===== src/rtl/seven_segment_capture_if.sv =====
// Scan-line and decoded-result bundle between a seven-segment source and the capture block.
interface seven_segment_capture_if;
    logic [7:0]  seg;
    logic [3:0]  an;
    logic        err_clr;
    logic [15:0] value;
    logic [3:0]  blank;
    logic        frame_valid;
    logic        decode_err;
    logic        active;

    modport master (
        output seg, an, err_clr,
        input  value, blank, frame_valid, decode_err, active
    );

    modport slave (
        input  seg, an, err_clr,
        output value, blank, frame_valid, decode_err, active
    );
endinterface


===== src/rtl/seven_segment_capture.sv =====
// Samples multiplexed seven-segment scan lines and rebuilds the four displayed hex digits,
// with glitch filtering, pattern decode, frame assembly and an idle timeout.
module seven_segment_capture #(
    parameter int unsigned STABLE_CYCLES  = 4,
    parameter int unsigned TIMEOUT_CYCLES = 65535,
    parameter bit          AN_ACTIVE_LOW  = 1'b1,
    parameter bit          SEG_ACTIVE_LOW = 1'b0
) (
    input  logic                    clk,
    input  logic                    rst_n,
    seven_segment_capture_if.slave  bus
);
    localparam int unsigned CNT_W = 8;
    localparam int unsigned TMR_W = 20;
    localparam int unsigned PAT_W = 11;

    logic [6:0]       seg_s1, seg_s2;
    logic [3:0]       an_s1, an_s2;
    logic [1:0]       fill;
    logic             prev_vld;
    logic [PAT_W-1:0] prev_pat;
    logic [CNT_W-1:0] stab_cnt;
    logic [TMR_W-1:0] idle_tmr;
    logic [3:0]       seen;
    logic [15:0]      slot_val;
    logic [3:0]       slot_blank;
    logic [15:0]      value_q;
    logic [3:0]       blank_q;
    logic             frame_valid_q;
    logic             decode_err_q;
    logic             active_q;

    logic             pat_same_c;
    logic             capture_c;
    logic [3:0]       an_norm_c;
    logic [6:0]       seg_norm_c;
    logic [3:0]       nib_c;
    logic             seg_blank_c;
    logic             seg_bad_c;
    logic [1:0]       idx_c;
    logic [3:0]       sel_c;
    logic             an_none_c;
    logic             an_onehot_c;
    logic             valid_cap_c;
    logic             err_set_c;
    logic             frame_done_c;
    logic [15:0]      slot_val_next_c;
    logic [3:0]       slot_blank_next_c;

    assign bus.value       = value_q;
    assign bus.blank       = blank_q;
    assign bus.frame_valid = frame_valid_q;
    assign bus.decode_err  = decode_err_q;
    assign bus.active      = active_q;

    // Two-flop synchronizers; fill/prev_vld keep the reset contents from looking like a held pattern.
    always_ff @(posedge clk or negedge rst_n) begin
        if (!rst_n) begin
            seg_s1   <= '0;
            seg_s2   <= '0;
            an_s1    <= '0;
            an_s2    <= '0;
            fill     <= '0;
            prev_vld <= 1'b0;
            prev_pat <= '0;
        end else begin
            seg_s1   <= bus.seg[6:0];
            seg_s2   <= seg_s1;
            an_s1    <= bus.an;
            an_s2    <= an_s1;
            fill     <= {fill[0], 1'b1};
            prev_vld <= fill[1];
            prev_pat <= {an_s2, seg_s2};
        end
    end

    assign pat_same_c  = prev_vld && ({an_s2, seg_s2} == prev_pat);
    assign capture_c   = pat_same_c && (stab_cnt == CNT_W'(STABLE_CYCLES - 1));
    assign an_norm_c   = AN_ACTIVE_LOW  ? ~an_s2  : an_s2;
    assign seg_norm_c  = SEG_ACTIVE_LOW ? ~seg_s2 : seg_s2;
    assign an_none_c   = (an_norm_c == 4'b0000);
    assign an_onehot_c = $onehot(an_norm_c);

    // Stability counter saturates so a held pattern captures only once.
    always_ff @(posedge clk or negedge rst_n) begin
        if (!rst_n) begin
            stab_cnt <= '0;
        end else if (!pat_same_c) begin
            stab_cnt <= '0;
        end else if (stab_cnt < CNT_W'(STABLE_CYCLES)) begin
            stab_cnt <= stab_cnt + CNT_W'(1);
        end
    end

    // abcdefg pattern back to a nibble
    always_comb begin
        nib_c       = 4'h0;
        seg_blank_c = 1'b0;
        seg_bad_c   = 1'b0;
        case (seg_norm_c)
            7'b1111110: nib_c = 4'h0;
            7'b0110000: nib_c = 4'h1;
            7'b1101101: nib_c = 4'h2;
            7'b1111001: nib_c = 4'h3;
            7'b0110011: nib_c = 4'h4;
            7'b1011011: nib_c = 4'h5;
            7'b1011111: nib_c = 4'h6;
            7'b1110000: nib_c = 4'h7;
            7'b1111111: nib_c = 4'h8;
            7'b1111011: nib_c = 4'h9;
            7'b1110111: nib_c = 4'hA;
            7'b0011111: nib_c = 4'hB;
            7'b1001110: nib_c = 4'hC;
            7'b0111101: nib_c = 4'hD;
            7'b1001111: nib_c = 4'hE;
            7'b1000111: nib_c = 4'hF;
            7'b0000000: seg_blank_c = 1'b1;
            default:    seg_bad_c   = 1'b1;
        endcase
    end

    always_comb begin
        idx_c = 2'd0;
        for (int i = 0; i < 4; i++) begin
            if (an_norm_c[i]) idx_c = 2'(i);
        end
    end

    assign sel_c        = 4'b0001 << idx_c;
    assign valid_cap_c  = capture_c && an_onehot_c;
    assign err_set_c    = capture_c && !an_none_c && (!an_onehot_c || seg_bad_c);
    assign frame_done_c = valid_cap_c && ((seen | sel_c) == 4'b1111);

    always_comb begin
        slot_val_next_c             = slot_val;
        slot_blank_next_c           = slot_blank;
        slot_val_next_c[idx_c*4 +: 4] = nib_c;
        slot_blank_next_c[idx_c]    = seg_blank_c;
    end

    // Frame assembly, idle timeout and status flags
    always_ff @(posedge clk or negedge rst_n) begin
        if (!rst_n) begin
            idle_tmr      <= '0;
            seen          <= '0;
            slot_val      <= '0;
            slot_blank    <= '0;
            value_q       <= '0;
            blank_q       <= 4'b1111;
            frame_valid_q <= 1'b0;
            decode_err_q  <= 1'b0;
            active_q      <= 1'b0;
        end else begin
            frame_valid_q <= 1'b0;

            if (capture_c) begin
                idle_tmr <= '0;
            end else if (idle_tmr != TMR_W'(TIMEOUT_CYCLES)) begin
                idle_tmr <= idle_tmr + TMR_W'(1);
                if (idle_tmr == TMR_W'(TIMEOUT_CYCLES - 1)) begin
                    active_q <= 1'b0;
                    seen     <= '0;
                end
            end

            if (valid_cap_c) begin
                active_q   <= 1'b1;
                slot_val   <= slot_val_next_c;
                slot_blank <= slot_blank_next_c;
                if (frame_done_c) begin
                    value_q       <= slot_val_next_c;
                    blank_q       <= slot_blank_next_c;
                    frame_valid_q <= 1'b1;
                    seen          <= '0;
                end else begin
                    seen <= seen | sel_c;
                end
            end

            if (err_set_c) begin
                decode_err_q <= 1'b1;
            end else if (bus.err_clr) begin
                decode_err_q <= 1'b0;
            end
        end
    end
endmodule


===== src/flat_wrapper.sv =====
// flat-port wrapper written by rule: the top's interface ports become plain ports
module seven_segment_capture_flat 
#(
    parameter int unsigned STABLE_CYCLES  = 4,
    parameter int unsigned TIMEOUT_CYCLES = 65535,
    parameter bit          AN_ACTIVE_LOW  = 1'b1,
    parameter bit          SEG_ACTIVE_LOW = 1'b0
)
  (clk, rst_n, bus_seg, bus_an, bus_err_clr, bus_value, bus_blank, bus_frame_valid, bus_decode_err, bus_active);
  seven_segment_capture_if bus_i ();
  input  logic clk;
  input  logic rst_n;
  input wire logic [$bits(bus_i.seg)-1:0] bus_seg;
  input wire logic [$bits(bus_i.an)-1:0] bus_an;
  input wire logic [$bits(bus_i.err_clr)-1:0] bus_err_clr;
  output wire logic [$bits(bus_i.value)-1:0] bus_value;
  output wire logic [$bits(bus_i.blank)-1:0] bus_blank;
  output wire logic [$bits(bus_i.frame_valid)-1:0] bus_frame_valid;
  output wire logic [$bits(bus_i.decode_err)-1:0] bus_decode_err;
  output wire logic [$bits(bus_i.active)-1:0] bus_active;
  assign bus_i.seg = bus_seg;
  assign bus_i.an = bus_an;
  assign bus_i.err_clr = bus_err_clr;
  assign bus_value = bus_i.value;
  assign bus_blank = bus_i.blank;
  assign bus_frame_valid = bus_i.frame_valid;
  assign bus_decode_err = bus_i.decode_err;
  assign bus_active = bus_i.active;
  seven_segment_capture #(.STABLE_CYCLES(STABLE_CYCLES), .TIMEOUT_CYCLES(TIMEOUT_CYCLES), .AN_ACTIVE_LOW(AN_ACTIVE_LOW), .SEG_ACTIVE_LOW(SEG_ACTIVE_LOW)) u_core (.clk(clk), .rst_n(rst_n), .bus(bus_i));
endmodule

===== config.mk =====
export PLATFORM = sky130hd
export DESIGN_NAME = seven_segment_capture_flat
export DESIGN_NICKNAME = d
export VERILOG_FILES = /design/src/rtl/seven_segment_capture_if.sv /design/src/rtl/seven_segment_capture.sv /design/src/flat_wrapper.sv
export SDC_FILE = /design/constraint.sdc
export NUM_CORES = 1
export LEC_CHECK = 0
export ABC_AREA = 1
export CAP_MARGIN = 10
export CELL_PAD_IN_SITES_DETAIL_PLACEMENT = 1
export CELL_PAD_IN_SITES_GLOBAL_PLACEMENT = 1
export CORE_MARGIN = 2
export CORE_UTILIZATION = 25
export CTS_CLUSTER_SIZE = 8
export DETAILED_ROUTE_END_ITERATION = 10
export DONT_BUFFER_PORTS = 1
export GPL_TIMING_DRIVEN = 0
export PLACE_DENSITY = 0.5
export SYNTH_ARGS = -nofsm -noshare
export SYNTH_HDL_FRONTEND = slang
export SYNTH_SLANG_ARGS = --single-unit

===== constraint.sdc =====
create_clock -name clk -period 3.4 [get_ports clk]
set_input_delay 0.51 -clock clk [delete_from_list [all_inputs] [get_ports clk]]
set_output_delay 0.51 -clock clk [all_outputs]
set_load 0.02 [all_outputs]

Word level (Yosys, flattened, before mapping)
Cells that the tools add are included.
Word-level totals
  register bits: 111
  output and inout port bits: 23
Cells by class
  add/subtract/negate cells: 6
  order comparisons: 3
  eq/ne operators: 24
  shift operators: 3
  mux-type cells: 27
  bitwise operators: 2
  reduce and logical (&&, ||, !) cells: 19
Operators with widths (count)
  $eq A7 B7 Y1 const B: 12
  $pmux W4 S15: 1
  $mux W20: 2
  $neg A4 Y34: 1
  $shift A4 B34 Y16 const A: 1
  $shiftx A4 B34 Y16: 1
  $eq A7 B6 Y1 const B: 3
  $add A20 B1 Y20 const B: 1
  $eq A20 B16 Y1 const B: 1
  $mux W4: 5
  $ne A20 B16 Y1 const B: 1
  $reduce_or A17 Y1: 1
  $bwmux W16: 1
  $mux W8: 2
  $mux W1: 12
  $eq A11 B11 Y1: 1
  $add A8 B1 Y8 const B: 1
  $eq A8 B2 Y1 const B: 1
  $lt A8 B3 Y1 const B: 1
  $reduce_bool A2 Y1: 4
  $eq A7 B5 Y1 const B: 1
  $logic_and A1 B1 Y1: 7
  $logic_not A7 Y1: 1
  $add A1 B1 Y2: 2
  17 further kinds: 20

Depth between registers and ports, before layout
Gate-level depths: netlist of the first run.
  depth in word-level cells: 10
  depth in mapped cells: 13

Least setup slack after synthesis of the first run
No wires, ideal clock.
  kind: register -> register
  from: register u_core.an_s2[2]
  to: register u_core.value_q[2] (netlist: u_core.bus.value[2])
  library setup time: 0.066 ns
  arrival: 2.353 ns
  data required time: 3.334 ns
  setup slack: 0.982 ns
  stages on the path, launching flop included: 11
  buffers on the path: 1
  period minus slack after synthesis: 2.418 ns
  cells stage by stage: dfrtp_1 -> inv_1 -> o21ai_0 -> clkbuf_1 -> inv_1 -> ha_1 -> nor4_1 -> nand2_1 -> o21ai_0 -> nand3_1 -> nand2_1
On the way
  cells in the longest elaborated chain, start to end: 8
  elaborated cells on any way between the ends: 19
  classes of those cells: add/sub (3); eq/ne (3); shift (3); mux (3); bitwise (2); reduce/logical (5)
RTL lines
  start, declared: RTL line seven_segment_capture.sv:18  | logic [3:0] an_s1, an_s2;
  start signal, assigned: RTL line seven_segment_capture.sv:70  | an_s2 <= an_s1;
  parallel branches: the longest is 8 deep, another holds $neg A4 Y34
  end signal, assigned: RTL line seven_segment_capture.sv:171  | value_q <= slot_val_next_c;
  end, declared: RTL line seven_segment_capture.sv:27  | logic [15:0] value_q;
Several ways; the timed one is not identified.
A chain may end at the register's enable or synchronous reset.

Worst setup path after layout of the first run
  from: register u_core.an_s2[2]
  to: register u_core.value_q[1] (netlist: u_core.bus.value[1])
The elaborated chain is that of the path after synthesis.

==> results of run 1 <==
## synth_stat cells, types with 3 or more instances
cell type | instances | area, sq um
nor2_2 | 3 | 18.8
nor4_1 | 7 | 43.8
xnor2_1 | 3 | 26.3
clkbuf_1 | 5 | 18.8
nand3_1 | 48 | 240
ha_1 | 17 | 213
buf_6 | 4 | 45.0
nand2_1 | 260 | 976
o21ai_0 | 21 | 105
inv_2 | 6 | 22.5
nor3_1 | 8 | 40.0
nand4_1 | 17 | 106
a21oi_1 | 19 | 95.1
dfrtp_1 | 107 | 2680
buf_2 | 3 | 15.0
nor2_1 | 82 | 308
dfstp_2 | 4 | 105
inv_1 | 69 | 259
## flip-flops by register name (all words and copies together), names as in the netlist, 7 cells and up
name and count:
u_core.stab_cnt 8, u_core.prev_pat 11, u_core.slot_val 16, u_core.seg_s1 7, u_core.idle_tmr 20, u_core.seg_norm_c 7, u_core.bus.value 16
## what timing repair did
item	4_1_cts	5_1_grt
setup endpoints to repair	0	17
hold buffers	2	0
gates resized for setup	0	3
endpoints found under the hold margin	107	0
## through the flow
| step | instances | area (sq um) | utilization, % | total power (uW) | hold WS (ns) |
|---|---|---|---|---|---|
| after floorplan | 702 | 5490 | - | 1470 | 0.214 |
| after global placement | 982 | 5840 | 26.9 | 1500 | 0.223 |
| after detailed placement | 982 | 5840 | 26.9 | 1500 | 0.224 |
| after CTS | 1000 | 6180 | 28.5 | 2670 | 0.119 |
| after global routing | 1000 | 6190 | 28.6 | 2750 | 0.119 |
| final | 1000 | 6190 | 28.6 | 2610 | 0.0883 |
## final timing paths
path                                             to  slack (ns)  cells after the start
min in group clk                   u_core.seg_s1[1]        0.17                      0
max in group asynchronous       u_core.bus.blank[3]        2.58                      1
worst max-delay path            u_core.bus.value[1]        0.45                     11
worst min register to register      u_core.prev_vld        0.35                      0
worst max register to register  u_core.bus.value[1]        0.45                     11
worst min-delay path             u_core.stab_cnt[5]        0.09                      1
## power breakdown
part	internal [uW]	switching (uW)	leakage, uW	total (uW)
Sequential	1340	18.9	0.00144	1360
Combinational	39.4	107	0.00162	146
Clock	546	558	0.000153	1100
## routing by layer
metal	vias up	GRT usage, %
met5	-	0
met4	0	2.85
met3	11	3.14
met2	33	23.5
met1	2140	16.9
li1	2219	-
## cell families (layout without fill, tap and decap cells)
| group | after synthesis | after routing | synth area share [%] |
|---|---|---|---|
| simple gates | 434 | 434 | 33.0 |
| compound gates | 42 | 42 | 3.92 |
| buf+inv | 90 | 108 | 6.91 |
| flops | 111 | 111 | 50.7 |
| xor+xnor | 6 | 6 | 1.10 |
| fa+ha+maj | 18 | 18 | 4.24 |
| other cells | 1 | 1 | 0.0684 |
## worst reg2reg max path, cell delays in order, from the launching register on
cell and delay, ns:
dfrtp_1 0.49, inv_1 0.14, o21ai_0 0.42, clkbuf_2 0.35, ha_1 0.28, nor2_1 0.09, nor3_1 0.39, inv_1 0.16
nor3_4 0.28, buf_6 0.18, nand2_1 0.06, nand2_1 0.06
## area by class of cell
class	instances	share of cell area (%)
sequential	111	44.9
clock buffer	10	3.86
multi-input combinational	501	37.6
timing repair buffer	2	0.606
buffer	15	1.60
clock inverter	6	1.17
tap	280	5.66
inverter	75	4.55
==> impl_metrics.yaml, run 1 <==
placement:
  io_buffers: 0
  dpl.hpwl_um: 10700
  routabilityCongestion: 0.794
  place_worst_setup_slack_ns: 0.171
final_layout:
  multiInputGateArea_sq_um: 2330
  layout_commonest_cell: "nand2_1"
  antennaDiodeCount: 0
  layout-drive-gt1-share_pct: 6.81
  area_delta_synth_final_pct: 12.9
  final.fill_count: 2609
  seqCellArea_sq_um: 2780
  final_cell_mix: "nand2_1 (260), dfrtp_1 (107), nor2_1 (82), inv_1 (69), nand3_1 (48)"
  nets: 748
yosys:
  synth-edff-count: 0
  ys.flop_type: "dfrtp_1"
  synth.distinct_cells: 32
  ys_warn_count: 0
  syn_avg_cell_area_sq_um: 7.81
  netlist_area_sq_um: 5490
  async_flop_share_pct: 100
  syn_inst: 702
  synth_seq_cells: 111
  seq_area_frac_synth_pct: 50.7
  synth_fp_nets: 735
power:
  ir_worst_vdd_mv: 0.288
  leakage_uw: 0.00321
  p_per_area_nw_per_um2: 421
sta:
  relSlewSlack_pct: 60.8
  fin_crit_sh_pct: 86.7
  tns_ns: 0
  skew_ns: 0.0155
  rsz0062_at_grt: "false"
  finalCriticalPeriod_ns: 2.95
  finalSetupViolCount: 0
  maxSlewViolCount: 0
  setup_ws_ns: 0.452
  clock.fmax_mhz: 339
  worst_slew_pin_slew_ns: 0.587
  finalHoldViolCount: 0
detailed_routing:
  drcViolationCount: 0
  initialDrtViolationCount: 161
  wire_per_inst_um: 14.6
  drt_pre_antenna_iters: 4
  routed-wl-met3_um: 333
  drt_wl_total_um: 14600
  vias: 4403
  top_layer: "met4"
  wl_met2_um: 7320
  ant_nets: 0
  vias_per_cell: 4.40
  wl_met1_um: 6850
grt:
  grt_pass1_vias: 4886
  antenna_found_initial: 0
  grt_overflow_total: 0
  grt_usage_pct: 13.4
  grt_pass1_wl_um: 25100
  grt_start_max_net_pins: 108
critical_path:
  cp.arrival_ns: 3.25
  crit_fanout: 13
  slowest_delay_ns: 0.49
  crit_slowest_cell: "dfrtp_1"
  r2r-start: "u_core.an_s2[2]"
  cp-start-kind: "flip-flop"
  crit_family: "simple AND/OR/NAND/NOR gates"
  criticalPathCategory: "flip-flop to flip-flop"
  critPathLaunch: "u_core.an_s2[2]"
  critPathBufInv: 4
  endpoint_kind: "flip-flop"
  crit_chain: "inv_1, o21ai_0, clkbuf_2, ha_1, nor2_1, nor3_1, inv_1, nor3_4, buf_6, nand2_1, nand2_1"
  required_ns: 3.70
floorplan:
  start_util_pct: 25.3
  ios: 38
  dieArea_sq_um: 23100
  fp.dieW_um: 152
  core-area_sq_um: 21700
  rows: 54
  die_h_um: 152
clock_network:
  cts_setup_buffers: 0
  cts.clk_slew.worst_paths_ns: 0.08
  tritoncts.num_buffers: 9
  clkLatencyLatePin_ns: 0.37
  cts_max_level: 3
  clkSinkCount: 111
  cts_tree: "done"
  cts_root_buf: "clkbuf_16"
  cts_buffer_depth: 2
worst_hold_path:
  hold_class: "input port to asynchronous set/reset pin"
outcome:
  status: "completed"
job:
  drv_cap: 0
Power figures use the tool's default switching activity.
==> run 2: changes to the inputs <==
--- a/config.mk
+++ b/config.mk
@@ -9,7 +9,7 @@
 export CAP_MARGIN = 10
 export CELL_PAD_IN_SITES_DETAIL_PLACEMENT = 1
 export CELL_PAD_IN_SITES_GLOBAL_PLACEMENT = 1
-export CORE_MARGIN = 2
+export CORE_MARGIN = 1
 export CORE_UTILIZATION = 25
 export CTS_CLUSTER_SIZE = 8
 export DETAILED_ROUTE_END_ITERATION = 10
==> run 2 against run 1 <==
- core utilization is 0.36 points higher
- die area is 2.6% lower
- first-iteration DRC count shrank 9.3%
- final area shrank 0.61%
- routed wire length shrank 1.2%
- final cell count decreased by 0.60%
- global-route usage increased by 0.85 points
- hold slack got worse by 0.0058 ns
- fmax shrank 4.7%
- clock skew shrank 0.0071 ns
- largest power group unchanged
==> impl_metrics.yaml, run 2 (synthesis gave the netlist of run 1 again) <==
outcome:
  status: "completed"
critical_path:
  endpoint_kind: "flip-flop"
  crit_slowest_cell: "nor4_1"
  critPathBufInv: 3
  required_ns: 3.70
  cp-start-kind: "flip-flop"
  crit_chain: "inv_1, o21ai_0, clkbuf_2, inv_1, ha_1, nor4_1, nand2_1, o21ai_0, nand3_1, nand2_1"
  crit_family: "simple AND/OR/NAND/NOR gates"
  cp.arrival_ns: 3.40
  criticalPathCategory: "flip-flop to flip-flop"
  crit_fanout: 13
  slowest_delay_ns: 0.58
power:
  p_per_area_nw_per_um2: 421
  power_uw: 2590
  ir_worst_vdd_mv: 0.180
  leakage_uw: 0.00320
worst_hold_path:
  hold_class: "input port to asynchronous set/reset pin"
clock_network:
  clkSinkCount: 111
  cts.clk_slew.worst_paths_ns: 0.08
  cts_buffer_depth: 2
  clkLatencyLatePin_ns: 0.37
  tritoncts.num_buffers: 9
  cts_setup_buffers: 0
  cts_max_level: 3
  cts_tree: "done"
  cts_root_buf: "clkbuf_16"
detailed_routing:
  drt_pre_antenna_iters: 4
  drt_wl_total_um: 14500
  wl_met1_um: 7150
  top_layer: "met4"
  wire_per_inst_um: 14.6
  vias_per_cell: 4.43
  initialDrtViolationCount: 146
  routed-wl-met3_um: 432
  wl_met2_um: 6690
  ant_nets: 0
  drcViolationCount: 0
  vias: 4404
grt:
  grt_pass1_wl_um: 24800
  antenna_found_initial: 0
  grt_start_max_net_pins: 112
  grt_usage_pct: 14.3
  grt_pass1_vias: 4839
  grt_overflow_total: 0
final_layout:
  layout_commonest_cell: "nand2_1"
  post-route-util_pct: 28.9
  antennaDiodeCount: 0
  layout-drive-gt1-share_pct: 6.68
  final_cell_mix: "nand2_1 (260), dfrtp_1 (107), nor2_1 (82), inv_1 (69), nand3_1 (48)"
  nets: 747
  largest_reg_flops: 20
  largest-register: "u_core.idle_tmr"
  area_delta_synth_final_pct: 12.2
  final.fill_count: 2578
sta:
  fin_crit_sh_pct: 91.0
  relSlewSlack_pct: 58.0
  worst_slew_pin_slew_ns: 0.625
  setup_ws_ns: 0.307
  whs_ns: 0.0826
  finalSetupViolCount: 0
  finalCriticalPeriod_ns: 3.09
  tns_ns: 0
  clock.fmax_mhz: 323
  maxSlewViolCount: 0
  finalHoldViolCount: 0
  rsz0062_at_grt: "false"
  skew_ns: 0.00836
placement:
  io_buffers: 0
  dpl.hpwl_um: 10800
  routabilityCongestion: 0.806
  place_worst_setup_slack_ns: 0.0696
floorplan:
  ios: 38
  rows: 53
  die_h_um: 150
  dieArea_sq_um: 22500
  start_util_pct: 25.8
  fp.dieW_um: 150
  core-area_sq_um: 21300
job:
  drv_cap: 0
==> run 2: worst paths after layout <==
check | slack, ns | endpoint | cells after the start | from
min | 0.08 | u_core.idle_tmr[11] | 1 | rst_n
max reg2reg | 0.31 | u_core.bus.value[2] | 10 | u_core.an_s2[2]
min reg2reg | 0.35 | u_core.seg_norm_c[3] | 0 | u_core.seg_s1[3]
min in group clk | 0.16 | u_core.seg_s1[0] | 0 | bus_seg[0]
max in group asynchronous | 2.88 | u_core.slot_val[0] | 1 | rst_n
max | 0.31 | u_core.bus.value[2] | 10 | u_core.an_s2[2]
==> run 2: power breakdown <==
group	internal, uW	switching (uW)	total, uW	leakage (uW)
clock network	539	552	1090	0.000148
logic	38.5	104	142	0.00162
registers	1340	18.6	1360	0.00144
==> run 2: routing by layer <==
| metal | GRT usage, % | up-vias |
|---|---|---|
| met3 | 2.85 | 11 |
| li1 | - | 2216 |
| met5 | 0 | - |
| met4 | 4.70 | 0 |
| met1 | 19.0 | 2135 |
| met2 | 23.1 | 42 |
==> run 2: metrics by stage <==
stage / area (sq um) / std cells
floorplan: 5490 / 702
global placement: 5830 / 977
detailed placement: 5830 / 977
CTS: 6150 / 994
global route: 6150 / 994
finish: 6150 / 994
==> run 2: layout make-up <==
type | count | area, sq um | area share [%]
timing repair buffer | 1 | 27.5 | 0.447
sequential | 111 | 2780 | 45.2
inverter | 75 | 282 | 4.57
clock inverter | 6 | 57.6 | 0.935
clock buffer | 10 | 239 | 3.88
tap | 275 | 344 | 5.59
multi-input combinational | 501 | 2320 | 37.8
buffer | 15 | 98.8 | 1.61
==> run 2: what timing repair did <==
action,in CTS,in global routing
hold buffers,1,0
gates resized for setup,0,2
endpoints found under the setup margin,0,4
endpoints found under the hold margin,111,0
==> run 3: changes to the inputs <==
==> constraint.sdc (replaced) <==
create_clock -name clk -period 3.3 [get_ports clk]
set_input_delay 0.495 -clock clk [delete_from_list [all_inputs] [get_ports clk]]
set_output_delay 0.495 -clock clk [all_outputs]
set_load 0.02 [all_outputs]
==> run 3 against run 2 <==
- sequential power is 3% higher
- flip-flop and latch count unchanged
- routed wire length rose by 0.26%
- sequential share of layout area hardly changed
- power rose by 3.2%
- final cell count unchanged
- final area up 0.10%
- fmax up 2.5%
- non-clock buffer count is the same
- via count grew 0.14%
==> impl_metrics.yaml, run 3 (synthesis gave the netlist of run 1 again) <==
outcome:
  status: "completed"
critical_path:
  r2r-start: "u_core.an_s2[2]"
  reg2reg_depth: 10
  criticalPathCategory: "flip-flop to flip-flop"
  endpoint_kind: "flip-flop"
  cp.arrival_ns: 3.32
  crit_fanout: 13
  cp-start-kind: "flip-flop"
  required_ns: 3.60
  rr_endpoint: "u_core.bus.value[3]"
  rrSetupSlack_ns: 0.28
clock_network:
  cts_tree: "done"
  clkLatencyLatePin_ns: 0.37
  cts_max_level: 3
  tritoncts.num_buffers: 9
  cts.clk_slew.worst_paths_ns: 0.08
  cts_buffer_depth: 2
  cts_setup_buffers: 0
  cts_root_buf: "clkbuf_16"
  clkSinkCount: 111
floorplan:
  ios: 38
  die_h_um: 150
  core-area_sq_um: 21300
  dieArea_sq_um: 22500
  rows: 53
  start_util_pct: 25.8
  fp.dieW_um: 150
sta:
  clock.fmax_mhz: 331
  rsz0062_at_grt: "false"
  finalHoldViolCount: 0
  finalCriticalPeriod_ns: 3.02
  worst_slew_pin_slew_ns: 0.564
  skew_ns: 0.00885
  maxSlewViolCount: 0
  fin_crit_sh_pct: 91.4
  tns_ns: 0
  finalSetupViolCount: 0
  relSlewSlack_pct: 62.1
grt:
  grt_overflow_total: 0
  grt_start_max_net_pins: 112
  grt_usage_pct: 14.3
  antenna_found_initial: 0
  grt_pass1_vias: 4839
  grt_pass1_wl_um: 24800
detailed_routing:
  wire_per_inst_um: 14.6
  vias_per_cell: 4.44
  ant_nets: 0
  drcViolationCount: 0
  drt_pre_antenna_iters: 4
  drt_wl_total_um: 14500
  vias: 4410
  initialDrtViolationCount: 144
power:
  ir_worst_vdd_mv: 0.187
  leakage_uw: 0.00320
  p_per_area_nw_per_um2: 434
  power_uw: 2680
final_layout:
  nets: 747
  largest-register: "u_core.idle_tmr"
  layout_commonest_cell: "nand2_1"
  antennaDiodeCount: 0
  area_delta_synth_final_pct: 12.3
  layout-drive-gt1-share_pct: 6.82
  multiInputGateArea_sq_um: 2330
  final.fill_count: 2579
  seqCellArea_sq_um: 2780
  final_cell_mix: "nand2_1 (260), dfrtp_1 (107), nor2_1 (82), inv_1 (69), nand3_1 (48)"
  largest_reg_flops: 20
job:
  drv_cap: 0
placement:
  routabilityCongestion: 0.806
  io_buffers: 0
  dpl.hpwl_um: 10800
worst_hold_path:
  hold_class: "input port to asynchronous set/reset pin"
## run 3: changes by cell type in the layout (fill, tap and decap cells not counted)
cell | before | now
nor4_1 | 7 | 6
nor4_2 | 0 | 1
## run 3: area by class of cell
cell class,instances,share of cell area (%)
Buffer,15,1.60
Clock buffer,10,3.88
Clock inverter,6,0.934
Inverter,75,4.57
Multi-Input combinational cell,501,37.8
Sequential cell,111,45.2
Tap cell,275,5.58
Timing Repair Buffer,1,0.447
## run 3: how the worst max path moves through the flow
stage	start	to
after global routing	u_core.an_s2[2]	u_core.bus.value[3]
after detailed placement	u_core.an_s2[2]	u_core.bus.value[2]
after global placement	u_core.an_s2[2]	u_core.bus.value[2]
after CTS	u_core.an_s2[2]	u_core.bus.value[2]
final	u_core.an_s2[2]	u_core.bus.value[3]
after floorplan	u_core.an_s2[2]	u_core.bus.value[2]
## run 3: what timing repair did
action / in CTS / in global routing
setup endpoints to repair: 2 / 2
hold buffers: 1 / 0
endpoints found under the hold margin: 111 / 0
resized for setup: 1 / 1
## run 3: layer usage
metal  share of wire, %  up-vias  GRT usage [%]
met5                  0        -              0
met4                1.4        0           4.70
li1                   -     2217              -
met3                2.6       12           2.85
met1                 50     2146           19.0
met2                 46       35           23.1
## run 3: where the power goes
group          switching, uW  leakage, uW  internal [uW]  total, uW
logic                    107      0.00162           39.8        147
clock network            572     0.000148            555       1130
registers               19.2      0.00144           1380       1400
## run 3: through the flow
| stage | instance area [sq um] | hold slack, ns | utilization (%) | worst slack (ns) | instances |
|---|---|---|---|---|---|
| 2_1_floorplan | 5490 | 0.199 | - | 0.882 | 702 |
| 3_3_place_gp | 5830 | 0.204 | 27.4 | 0.0736 | 977 |
| 3_5_place_dp | 5830 | 0.204 | 27.4 | -0.0304 | 977 |
| 4_1_cts | 6150 | 0.0962 | 28.9 | 0.153 | 994 |
| 5_1_grt | 6160 | 0.101 | 28.9 | 0.0650 | 994 |
| 6_report | 6160 | 0.0681 | 28.9 | 0.282 | 994 |
## run 3: critical path: stages (launching register included)
cell and delay, ns:
dfrtp_1 0.50, inv_1 0.13, o21ai_0 0.42, clkbuf_2 0.36, inv_1 0.15, ha_1 0.37, nor4_2 0.44, nand2_1 0.12
o21ai_0 0.20, nand3_1 0.17, nand2_1 0.10
